--- config.mk ---
export PLATFORM = sky130hd
export DESIGN_NAME = question_sequencer
export DESIGN_NICKNAME = d
export VERILOG_FILES = /design/src/rtl/error_checking_pkg.sv /design/src/rtl/question_lfsr.sv /design/src/rtl/question_sequencer.sv
export SDC_FILE = /design/constraint.sdc
export NUM_CORES = 1
export LEC_CHECK = 0
export ABC_CLOCK_PERIOD_IN_PS = 4700
export BUFFER_PORTS_ARGS = -buffer_cell sky130_fd_sc_hd__buf_4
export CELL_PAD_IN_SITES_DETAIL_PLACEMENT = 1
export CELL_PAD_IN_SITES_GLOBAL_PLACEMENT = 1
export CORE_MARGIN = 2
export CORE_UTILIZATION = 47
export DETAILED_ROUTE_END_ITERATION = 10
export MAX_ROUTING_LAYER = met4
export PLACE_DENSITY = 0.82
export SLEW_MARGIN = 20
export SYNTH_ARGS = -nofsm -noshare
export SYNTH_HDL_FRONTEND = slang
export SYNTH_SLANG_ARGS = --single-unit
--- constraint.sdc ---
create_clock -name clk -period 4.7 [get_ports clk]
set_input_delay 0 -clock clk [delete_from_list [all_inputs] [get_ports clk]]
set_output_delay 0 -clock clk [all_outputs]
set_load 0.1 [all_outputs]
--- src/rtl/error_checking_pkg.sv ---
// error_checking_pkg
// Shared definitions for the OBC error-checking path: question width,
// sequencer state encoding, LFSR feedback taps, default seed and the
// LFSR step/seed helpers used by question_lfsr.
package error_checking_pkg;

  localparam int QWIDTH = 4;

  typedef enum logic [2:0] {
    S_IDLE        = 3'd0,
    S_WAIT_PERIOD = 3'd1,
    S_ISSUE       = 3'd2,
    S_AWAIT       = 3'd3,
    S_DELIVER     = 3'd4
  } qseq_state_e;

  // x^4 + x^3 + 1 Fibonacci feedback taps
  localparam int LFSR_TAP_A = 3;
  localparam int LFSR_TAP_B = 2;

  localparam logic [QWIDTH-1:0] LFSR_DEFAULT_SEED = 4'b0001;

  function automatic logic [QWIDTH-1:0] lfsr_next(input logic [QWIDTH-1:0] q);
    return {q[QWIDTH-2:0], q[LFSR_TAP_A] ^ q[LFSR_TAP_B]};
  endfunction

  // The all-zero state is a lock-up state for this LFSR, so never seed it.
  function automatic logic [QWIDTH-1:0] lfsr_fix_seed(input logic [QWIDTH-1:0] s);
    return (s == '0) ? LFSR_DEFAULT_SEED : s;
  endfunction

endpackage

--- src/rtl/question_lfsr.sv ---
// question_lfsr
// 4-bit maximal-length Fibonacci LFSR (period 15, never 0) that supplies
// question values.
// Ports:
//   clk      in   clock, rising edge
//   reset_n  in   asynchronous active-low reset, loads the (fixed-up) seed
//   advance  in   step the LFSR by one on this clock edge
//   seed     in   reset value; 0 is replaced by the default seed
//   value    out  current LFSR state
module question_lfsr
  import error_checking_pkg::*;
(
  input  logic              clk,
  input  logic              reset_n,
  input  logic              advance,
  input  logic [QWIDTH-1:0] seed,
  output logic [QWIDTH-1:0] value
);

  logic [QWIDTH-1:0] value_q;
  logic [QWIDTH-1:0] value_d;

  always_comb begin
    value_d = value_q;
    if (advance) value_d = lfsr_next(value_q);
  end

  always_ff @(posedge clk or negedge reset_n) begin
    if (!reset_n) value_q <= lfsr_fix_seed(seed);
    else          value_q <= value_d;
  end

  assign value = value_q;

endmodule

--- src/rtl/question_sequencer.sv ---
// question_sequencer
// Issues pseudo-random questions to the OBC at a fixed cadence, waits for
// the answer under a timeout, and hands each {question, answer} pair to the
// answer-check stage as a one-cycle chk_valid pulse.
// Ports:
//   clk, reset_n                  clock / asynchronous active-low reset
//   enable                        run request from supervisor FSM
//   question, question_valid      outstanding question to the OBC
//   answer_obc, answer_obc_valid  OBC answer and strobe (used only in AWAIT)
//   chk_question, chk_answer      pair delivered to the check stage
//   chk_valid                     one-cycle pulse, chk_* valid
//   timeout                       one-cycle pulse, OBC did not answer in time
//   busy                          high whenever not IDLE
// Build option: define QSEQ_STATS_EN to add the saturating issued_count and
// timeout_count outputs.
// All outputs come straight from flops.
module question_sequencer
  import error_checking_pkg::*;
#(
  parameter int                PERIOD_CYCLES  = 16,
  parameter int                TIMEOUT_CYCLES = 64,
  parameter logic [QWIDTH-1:0] LFSR_SEED      = LFSR_DEFAULT_SEED
) (
  input  logic              clk,
  input  logic              reset_n,
  input  logic              enable,
  output logic [QWIDTH-1:0] question,
  output logic              question_valid,
  input  logic [QWIDTH-1:0] answer_obc,
  input  logic              answer_obc_valid,
  output logic [QWIDTH-1:0] chk_question,
  output logic [QWIDTH-1:0] chk_answer,
  output logic              chk_valid,
  output logic              timeout,
  output logic              busy
`ifdef QSEQ_STATS_EN
  ,
  output logic [7:0]        issued_count,
  output logic [7:0]        timeout_count
`endif
);

  localparam int CNT_MAX = (PERIOD_CYCLES > TIMEOUT_CYCLES) ? PERIOD_CYCLES : TIMEOUT_CYCLES;
  localparam int CW      = $clog2(CNT_MAX) + 1;
  localparam logic [CW-1:0] PERIOD_LOAD  = CW'(PERIOD_CYCLES - 1);
  localparam logic [CW-1:0] TIMEOUT_LOAD = CW'(TIMEOUT_CYCLES - 1);

  qseq_state_e       state_q, state_d;
  logic [CW-1:0]     cnt_q, cnt_d;
  logic [QWIDTH-1:0] question_q, question_d;
  logic              question_valid_q, question_valid_d;
  logic [QWIDTH-1:0] chk_question_q, chk_question_d;
  logic [QWIDTH-1:0] chk_answer_q, chk_answer_d;
  logic              chk_valid_q, chk_valid_d;
  logic              timeout_q, timeout_d;
  logic              busy_q, busy_d;

  logic              lfsr_adv;
  logic [QWIDTH-1:0] lfsr_value;

  question_lfsr u_lfsr (
    .clk     (clk),
    .reset_n (reset_n),
    .advance (lfsr_adv),
    .seed    (LFSR_SEED),
    .value   (lfsr_value)
  );

  always_comb begin
    state_d          = state_q;
    cnt_d            = cnt_q;
    question_d       = question_q;
    question_valid_d = question_valid_q;
    chk_question_d   = chk_question_q;
    chk_answer_d     = chk_answer_q;
    chk_valid_d      = 1'b0;
    timeout_d        = 1'b0;

    case (state_q)
      S_IDLE: begin
        if (enable) begin
          state_d = S_WAIT_PERIOD;
          cnt_d   = PERIOD_LOAD;
        end
      end
      S_WAIT_PERIOD: begin
        if (!enable)            state_d = S_IDLE;
        else if (cnt_q == '0)   state_d = S_ISSUE;
        else                    cnt_d   = cnt_q - CW'(1);
      end
      S_ISSUE: begin
        // LFSR already stepped on entry, so its value is the new question.
        question_d       = lfsr_value;
        question_valid_d = 1'b1;
        cnt_d            = TIMEOUT_LOAD;
        state_d          = S_AWAIT;
      end
      S_AWAIT: begin
        // An answer on the final timeout cycle still wins over the timeout.
        if (answer_obc_valid) begin
          chk_answer_d     = answer_obc;
          chk_question_d   = question_q;
          chk_valid_d      = 1'b1;
          question_valid_d = 1'b0;
          state_d          = S_DELIVER;
        end else if (cnt_q == '0) begin
          timeout_d        = 1'b1;
          question_valid_d = 1'b0;
          if (enable) begin
            state_d = S_WAIT_PERIOD;
            cnt_d   = PERIOD_LOAD;
          end else begin
            state_d = S_IDLE;
          end
        end else begin
          cnt_d = cnt_q - CW'(1);
        end
      end
      S_DELIVER: begin
        if (enable) begin
          state_d = S_WAIT_PERIOD;
          cnt_d   = PERIOD_LOAD;
        end else begin
          state_d = S_IDLE;
        end
      end
      default: state_d = S_IDLE;
    endcase

    busy_d   = (state_d != S_IDLE);
    lfsr_adv = (state_d == S_ISSUE) && (state_q != S_ISSUE);
  end

  always_ff @(posedge clk or negedge reset_n) begin
    if (!reset_n) begin
      state_q          <= S_IDLE;
      cnt_q            <= '0;
      question_q       <= '0;
      question_valid_q <= 1'b0;
      chk_question_q   <= '0;
      chk_answer_q     <= '0;
      chk_valid_q      <= 1'b0;
      timeout_q        <= 1'b0;
      busy_q           <= 1'b0;
    end else begin
      state_q          <= state_d;
      cnt_q            <= cnt_d;
      question_q       <= question_d;
      question_valid_q <= question_valid_d;
      chk_question_q   <= chk_question_d;
      chk_answer_q     <= chk_answer_d;
      chk_valid_q      <= chk_valid_d;
      timeout_q        <= timeout_d;
      busy_q           <= busy_d;
    end
  end

  assign question       = question_q;
  assign question_valid = question_valid_q;
  assign chk_question   = chk_question_q;
  assign chk_answer     = chk_answer_q;
  assign chk_valid      = chk_valid_q;
  assign timeout        = timeout_q;
  assign busy           = busy_q;

`ifdef QSEQ_STATS_EN
  // Saturating event counters; only reset_n clears them.
  logic [7:0] issued_q, issued_d;
  logic [7:0] tmo_cnt_q, tmo_cnt_d;

  always_comb begin
    issued_d  = issued_q;
    tmo_cnt_d = tmo_cnt_q;
    if (state_q == S_ISSUE && issued_q != 8'hFF) issued_d  = issued_q + 8'd1;
    if (timeout_d && tmo_cnt_q != 8'hFF)         tmo_cnt_d = tmo_cnt_q + 8'd1;
  end

  always_ff @(posedge clk or negedge reset_n) begin
    if (!reset_n) begin
      issued_q  <= '0;
      tmo_cnt_q <= '0;
    end else begin
      issued_q  <= issued_d;
      tmo_cnt_q <= tmo_cnt_d;
    end
  end

  assign issued_count  = issued_q;
  assign timeout_count = tmo_cnt_q;
`endif

endmodule
==> results by group, run 1 <==
Worst setup path
  • Setup crit end kind: flop
  • Worst path max stage delay: 0.54 ns
  • Bufs and invs on worst path: 1
  • Slowest-stage cell, CP: nor2b_1
  • Reg2reg start: cnt_q[0]$_DFFE_PN0P_
  • Worst R2R Setup Slack: 2.37 ns
  • CP Launch Type: flop
  • WS Path Type: flop to flop
  • Reg-to-Reg End: u_lfsr.value[3]$_DFFE_PN0P_
  • R2R cell count: 6
  • CP Max Fanout: 8
  • CP Data Arrival Time: 2.56 ns
  • CP startpoint: cnt_q[0]$_DFFE_PN0P_
  • Cell Chain, Critical Path: inv_1 > ha_1 > nor2b_1 > nand2_4 > or3_1 > mux2_4
  • CP required: 4.93 ns
  • Family with the most delay on the worst path: simple AND/OR/NAND/NOR gates

Pwr
  • Pwr Total: 0.000868 W
  • Max VDD drop: 0.321 mV
  • Gate power share: 0.382
  • PwrDens: 470 nW/um^2
  • LEAKAGE: 0.896 nW
  • Power Internal: 0.000481 W
  • Sequential fraction of design power: 0.424
  • Sw Ratio: 0.445
  • Clk pwr share: 0.194
  • Switching pwr: 0.000386 W

Synthesis
  • Post-Synthesis Cells: 146
  • Syn nets: 156
  • Post-synthesis cell area: 1550 sq um
  • Register area share after synthesis: 0.485
  • Largest family of logic cells by synthesized area: compound AO/OA/AOI/OAI gates
  • Synth Area in Compound Gates: 0.178
  • Post-synth top area share: 0.468
  • Synth unique cells: 42
  • Fraction of the mapped netlist area in adder cells: 0.0161
  • Mux cell area share after synthesis: 0.116
  • Number of flops mapped to enable cells by yosys: 0
  • Yosys reg bits: 30
  • XOR/XNOR Fraction of Synth Area: 0.0113
  • Mean Syn Cell Area: 10.6 sq um
  • Commonest cells in the synthesized netlist: dfrtp_1 (29), mux2_2 (12), a21oi_1 (11)
  • Yosys top cell by area: dfrtp_1
  • Synth warnings: 0
  • Post-synth top flop: dfrtp_1
  • Asr flop ratio synth: 1.00
  • Area contributors post-synth: dfrtp_1 (47%), mux2_2 (8.7%), a21oi_1 (3.5%)
  • Simple-gate share of the synthesized area: 0.149
  • Most frequent cell after synthesis: dfrtp_1

Global route
  • Tot GR Track Use: 0.267
  • Largest net degree at the start of global routing: 31
  • First-pass GRT wire length: 6890 um
  • Gr ovfl total: 0
  • Initial antenna violation count: 0
  • Number of global-route vias before repair: 1367

Placed design
  • Cell Area, Placed: 1740 sq um
  • Post-DP HPWL: 2860 um
  • Setup WS pre-CTS: 2.44 ns
  • Port bufs: 23
  • Gpl congestion: 0.847

Finish
  • Layout cell share with drive strength beyond 1: 0.303
  • Layout area overhead: 19.0%
  • Fill count: 361
  • Fin util: 0.595
  • # diodes: 0
  • Nets: 184
  • Design Area, Final: 1850 sq um

Floorplanning
  • Die W: 61.5 um
  • Die Height: 61.5 um
  • Starting Density: 0.500
  • # IOs: 24
  • DIE AREA: 3780 sq um
  • Cell row count: 20
  • Core area: 3100 sq um

Clock network
  • CTS clk-pin slew, worst paths: 0.10 ns
  • CTS tree: yes
  • Clk_lat worst skew: 0.34 ns
  • Buffer count from post-CTS setup fixing: 0
  • CTS max path bufs: 2
  • Post-cts sizing count: 0
  • Clk root buf: clkbuf_4
  • CTS Buf Count: 5
  • Clk sinks: 30
  • H-tree depth: 2

STA
  • Final Hold Viols: 0
  • Max Clk Rate: 429 MHz
  • Final period util: 0.496
  • RSZ-0062 raised after global routing: false
  • Final min period: 2.33 ns
  • Worst Tran Pin Value: 0.657 ns
  • Final setup fails: 0
  • Min setup slack post-route: 2.37 ns
  • Setup Skew: 0.0136 ns
  • Rel. slew slack: 0.561
  • Slew Limit Fails: 0
  • Sum Neg Setup Slack: 0 ns

Drt
  • Residual DRC count: 0
  • Post-DR wirelength/cell: 18.6 um
  • Vias: 1290
  • Vias per Instance: 5.89
  • Antenna viol nets, final: 0
  • Drt pass-1 iters: 4
  • Total wire length: 4080 um
  • DR iter-0 viols: 87

Run
  • Max cap viols: 0

Worst hold path
  • Hold-critical path depth: 3
  • Hold WC Path Type: input port to flop
  • Worst hold path endpoint: busy$_DFF_PN0_
  • Hold_sp: answer_obc_valid

Outcome
  • Status: finished, final reports clean
[worst reg2reg max path, stage by stage, from the launching register on]
cell and delay, ns:
dfrtp_1 0.43, inv_1 0.12, ha_1 0.16, nor2b_1 0.54, nand2_4 0.15, or3_1 0.50, mux2_4 0.33
[power by group through the flow]
stage                     Sequential (W)  Combinational (W)  Clock [W]
after global routing            0.000377           0.000354   0.000179
final                           0.000368           0.000331   0.000168
after floorplan                 0.000465           0.000156          0
after detailed placement        0.000373           0.000324          0
after global placement          0.000366           0.000312          0
after CTS                       0.000367           0.000330   0.000170
[registers in the layout (all words and copies together), names as in the netlist]
register,count
cnt_q,7
chk_question,4
question_valid,1
state_q,3
timeout,1
chk_answer,4
u_lfsr.value,4
busy,1
chk_valid,1
question,4
[layer usage]
metal	up-vias	part of all wire	GRT usage
met5	-	0	-
met4	0	0.018	0.0973
met3	9	0.055	0.0609
met2	48	0.49	0.421
met1	651	0.44	0.337
li1	582	-	-
[cells in the final DEF (no fill, tap or decap), types with 2 or more instances in the layout]
cell type,Yosys,final
nand2_1,5,5
xnor2_1,2,2
mux2_2,12,12
nand2b_1,3,3
mux2_4,3,3
ha_1,2,2
nor2_1,9,9
nor2b_1,3,3
dfrtp_1,29,29
nor3_1,5,5
o211ai_1,2,2
dlygate4sd3_1,0,5
a211oi_1,2,2
a21oi_1,11,11
inv_1,6,6
o21ai_0,10,10
nand3_1,5,5
buf_4,0,23
clkbuf_4,0,5
o22ai_1,3,3
nor3b_1,2,2
o21a_1,2,2
a22oi_1,3,3
a21o_1,2,2
[worst max path at each step]
stage                             endpoint  depth (start not counted)  slack, ns
3_5_place_dp   u_lfsr.value[1]$_DFFE_PN0P_                          6       2.44
6_report       u_lfsr.value[3]$_DFFE_PN0P_                          6       2.37
4_1_cts        u_lfsr.value[3]$_DFFE_PN0P_                          6       2.39
2_1_floorplan  u_lfsr.value[1]$_DFFE_PN0P_                          8       2.70
3_3_place_gp   u_lfsr.value[1]$_DFFE_PN0P_                          6       2.58
5_1_grt        u_lfsr.value[3]$_DFFE_PN0P_                          6       2.24
[cells by family after synthesis]
family,count (synthesis)
flops,30
compound gates,43
simple gates,40
fa+ha+maj,2
buf+inv,14
mux,15
xor+xnor,2
[repair_timing]
action	4_1_cts	5_1_grt
endpoints found under the setup margin	0	0
hold endpoints to repair	34	0
hold buffers	5	0
[stage by stage]
stage | hold slack [ns] | instances
after global routing | 0.0794 | 219
after detailed placement | -0.0503 | 206
after CTS | 0.0347 | 219
after floorplan | -0.296 | 146
after global placement | -0.0584 | 206
final | 0.0503 | 219
[layout make-up]
cell class                      instances  area [sq um]  share of cell area
Clock inverter                          1          5.00             0.00271
Clock buffer                            7          55.1              0.0298
Tap cell                               44          55.1              0.0298
Sequential cell                        30           752               0.407
Multi-Input combinational cell        102           731               0.396
Inverter                                7          26.3              0.0142
Timing Repair Buffer                   28           223               0.121
Power figures use the tool's default switching activity.
==> inputs of run 2 (changes only) <==
--- a/config.mk
+++ b/config.mk
@@ -5,15 +5,15 @@
 export SDC_FILE = /design/constraint.sdc
 export NUM_CORES = 1
 export LEC_CHECK = 0
-export ABC_CLOCK_PERIOD_IN_PS = 4700
+export ABC_CLOCK_PERIOD_IN_PS = 1960
 export BUFFER_PORTS_ARGS = -buffer_cell sky130_fd_sc_hd__buf_4
 export CELL_PAD_IN_SITES_DETAIL_PLACEMENT = 1
 export CELL_PAD_IN_SITES_GLOBAL_PLACEMENT = 1
 export CORE_MARGIN = 2
-export CORE_UTILIZATION = 47
+export CORE_UTILIZATION = 39
 export DETAILED_ROUTE_END_ITERATION = 10
 export MAX_ROUTING_LAYER = met4
-export PLACE_DENSITY = 0.82
+export PLACE_DENSITY = 0.73
 export SLEW_MARGIN = 20
 export SYNTH_ARGS = -nofsm -noshare
 export SYNTH_HDL_FRONTEND = slang
==> constraint.sdc (replaced) <==
create_clock -name clk -period 1.96 [get_ports clk]
set_input_delay 0 -clock clk [delete_from_list [all_inputs] [get_ports clk]]
set_output_delay 0 -clock clk [all_outputs]
set_load 0.1 [all_outputs]
==> run 2 against run 1 <==
  * First-iteration DRC count is 14% lower
  * Clock-buffer cell count is 1 lower
  * Via count is 0.62% higher
  * Flip-flop and latch count unchanged
  * Critical endpoint is now cnt_q[2]$_DFFE_PN0P_
  * Highest routed layer unchanged
==> results by group, run 2 (same netlist as run 1, synthesis figures left out) <==
Outcome
  • Status: finished, final reports clean

Global route
  • Initial antenna violation count: 0 (unchanged)
  • Largest net degree at the start of global routing: 31 (unchanged)
  • First-pass GRT wire length: 7000 um (+1.7%)
  • Met2 usage: 0.353 (-0.0682)
  • Grt peak-use layer: met2
  • Gr ovfl total: 0 (unchanged)
  • Number of global-route vias before repair: 1444 (+5.6%)
  • Tot GR Track Use: 0.220 (-0.0467)
  • Grt met1 use: 0.263 (-0.0736)
  • M3 GR Usage: 0.0557 (-0.00518)

STA
  • Slew Limit Fails: 0 (unchanged)
  • Worst Tran Pin Value: 0.446 ns (-0.211 ns)
  • RSZ-0062 raised after global routing: false
  • Max Clk Rate: 551 MHz (+28%)
  • Sum Neg Setup Slack: 0 ns (unchanged)
  • Rel. slew slack: 0.702 (+0.140)
  • Setup Skew: 0.00795 ns (-0.00569 ns)
  • Final Hold Viols: 0 (unchanged)
  • Final min period: 1.82 ns (-0.513 ns)
  • Final period util: 0.926 (+0.431)
  • Final setup fails: 0 (unchanged)

Finish
  • Reg with most FFs: cnt_q
  • Largest register FFs: 7 (unchanged)
  • Fin util: 0.533 (-0.0617)
  • Nets: 197 (+7.1%)
  • # diodes: 0 (unchanged)
  • Commonest non-fill, non-tap cell in the layout: buf_4
  • Layout area overhead: 28.7%
  • Most frequent cells in the layout: buf_4 (36), dfrtp_1 (29), mux2_2 (12), a21oi_1 (11)
  • Layout cell share with drive strength beyond 1: 0.372 (+0.0695)

Clock network
  • Clk_lat worst skew: 0.29 ns (-0.05 ns)
  • CTS tree: yes
  • CTS clk-pin slew, worst paths: 0.07 ns (-0.03 ns)
  • CTS Buf Count: 5 (unchanged)
  • Clk root buf: clkbuf_8
  • H-tree depth: 2 (unchanged)
  • Buffer count from post-CTS setup fixing: 0 (unchanged)
  • CTS max path bufs: 2 (unchanged)
  • Clk sinks: 30 (unchanged)

Floorplanning
  • Die W: 67.1 um (+9.1%)
  • DIE AREA: 4500 sq um (+19%)
  • Starting Density: 0.414 (-0.0856)
  • Die Height: 67.1 um (+9.1%)
  • Cell row count: 22 (+10%)
  • # IOs: 24 (unchanged)
  • Core area: 3740 sq um (+21%)

Worst setup path
  • Setup crit end kind: flop
  • WS Path Type: flop to flop
  • CP Data Arrival Time: 2.04 ns (-0.52 ns)
  • CP Max Fanout: 7 (-1)
  • Worst R2R Setup Slack: 0.14 ns (-2.23 ns)
  • CP Launch Type: flop
  • R2R cell count: 8 (+2)
  • CP required: 2.19 ns (-2.74 ns)

Run
  • Max cap viols: 0 (unchanged)

Pwr
  • Max VDD drop: 0.675 mV (+110%)
  • PwrDens: 1150 nW/um^2 (+150%)
  • LEAKAGE: 0.974 nW (+8.6%)

Placed design
  • Port bufs: 23 (unchanged)
  • Gpl congestion: 0.854 (+0.79%)
  • Post-DP HPWL: 2930 um (+2.4%)

Drt
  • Antenna viol nets, final: 0 (unchanged)
  • Drt pass-1 iters: 4 (unchanged)
  • Total wire length: 4080 um (about the same)
  • Vias: 1298 (+0.62%)
  • Post-DR wirelength/cell: 17.3 um (-7.1%)
  • DR iter-0 viols: 75 (-14%)
  • Vias per Instance: 5.50 (-6.6%)
  • Residual DRC count: 0 (unchanged)

Worst hold path
  • Hold WC Path Type: input port to flop
  • Hold-critical path depth: 3 (unchanged)
## run 2: worst max-delay path, cell delays in order (launching register included)
cell and delay [ns]:
dfrtp_1 0.40, inv_2 0.06, ha_1 0.19, nor2b_4 0.14
buf_4 0.16, a31o_2 0.28, a21o_2 0.20, o211ai_1 0.19
o21a_1 0.14
## run 2: metrics by stage
stage | setup WS, ns | cells | instance area (sq um) | hold slack, ns | total power (W)
CTS | 0.0101 | 236 | 1980 | 0.0948 | 0.00229
floorplan | 0.0307 | 146 | 1550 | -0.296 | 0.00149
global placement | 0.110 | 223 | 1840 | -0.0556 | 0.00171
detailed placement | 0.00979 | 223 | 1840 | -0.0460 | 0.00174
global route | 0.00736 | 236 | 2000 | 0.124 | 0.00242
finish | 0.144 | 236 | 2000 | 0.0985 | 0.00230
## run 2: power by group
part,total (W),internal [W],switching (W)
logic,0.000923,0.000319,0.000604
registers,0.000841,0.000735,0.000106
clock network,0.000539,0.000282,0.000257
total,0.00230,0.00134,0.000967
## run 2: area by class of cell
class                      count  area [sq um]
inverter                       7          26.3
multi-input combinational    102           743
sequential                    30           752
timing repair buffer          41           320
tap                           48          60.1
clock buffer                   6          82.6
clock inverter                 2          12.5
fill                         434          1750
## run 2: worst paths after layout
kind,startpoint,to
max in group asynchronous,reset_n,u_lfsr.value[0]$_DFFE_PN1P_
setup / recovery,cnt_q[1]$_DFFE_PN0P_,cnt_q[2]$_DFFE_PN0P_
min in group asynchronous,reset_n,chk_question[3]$_DFFE_PN0P_
setup reg to reg,cnt_q[1]$_DFFE_PN0P_,cnt_q[2]$_DFFE_PN0P_
hold reg to reg,question_valid$_DFFE_PN0P_,question_valid$_DFFE_PN0P_
hold / removal,answer_obc_valid,busy$_DFF_PN0_
## run 2: layer usage
metal | share of wire | routed length, um | up-vias
met5 | 0 | 0 | -
met3 | 0.037 | 152 | 13
met4 | 0.026 | 106 | 0
li1 | - | - | 606
met2 | 0.49 | 1990 | 30
met1 | 0.45 | 1830 | 649
## run 2: repair_timing
| item | 4_1_cts | 5_1_grt |
|---|---|---|
| hold buffers | 5 | 0 |
| resized for setup | 0 | 5 |
| hold endpoints to repair | 34 | 0 |
| endpoints found under the setup margin | 0 | 9 |
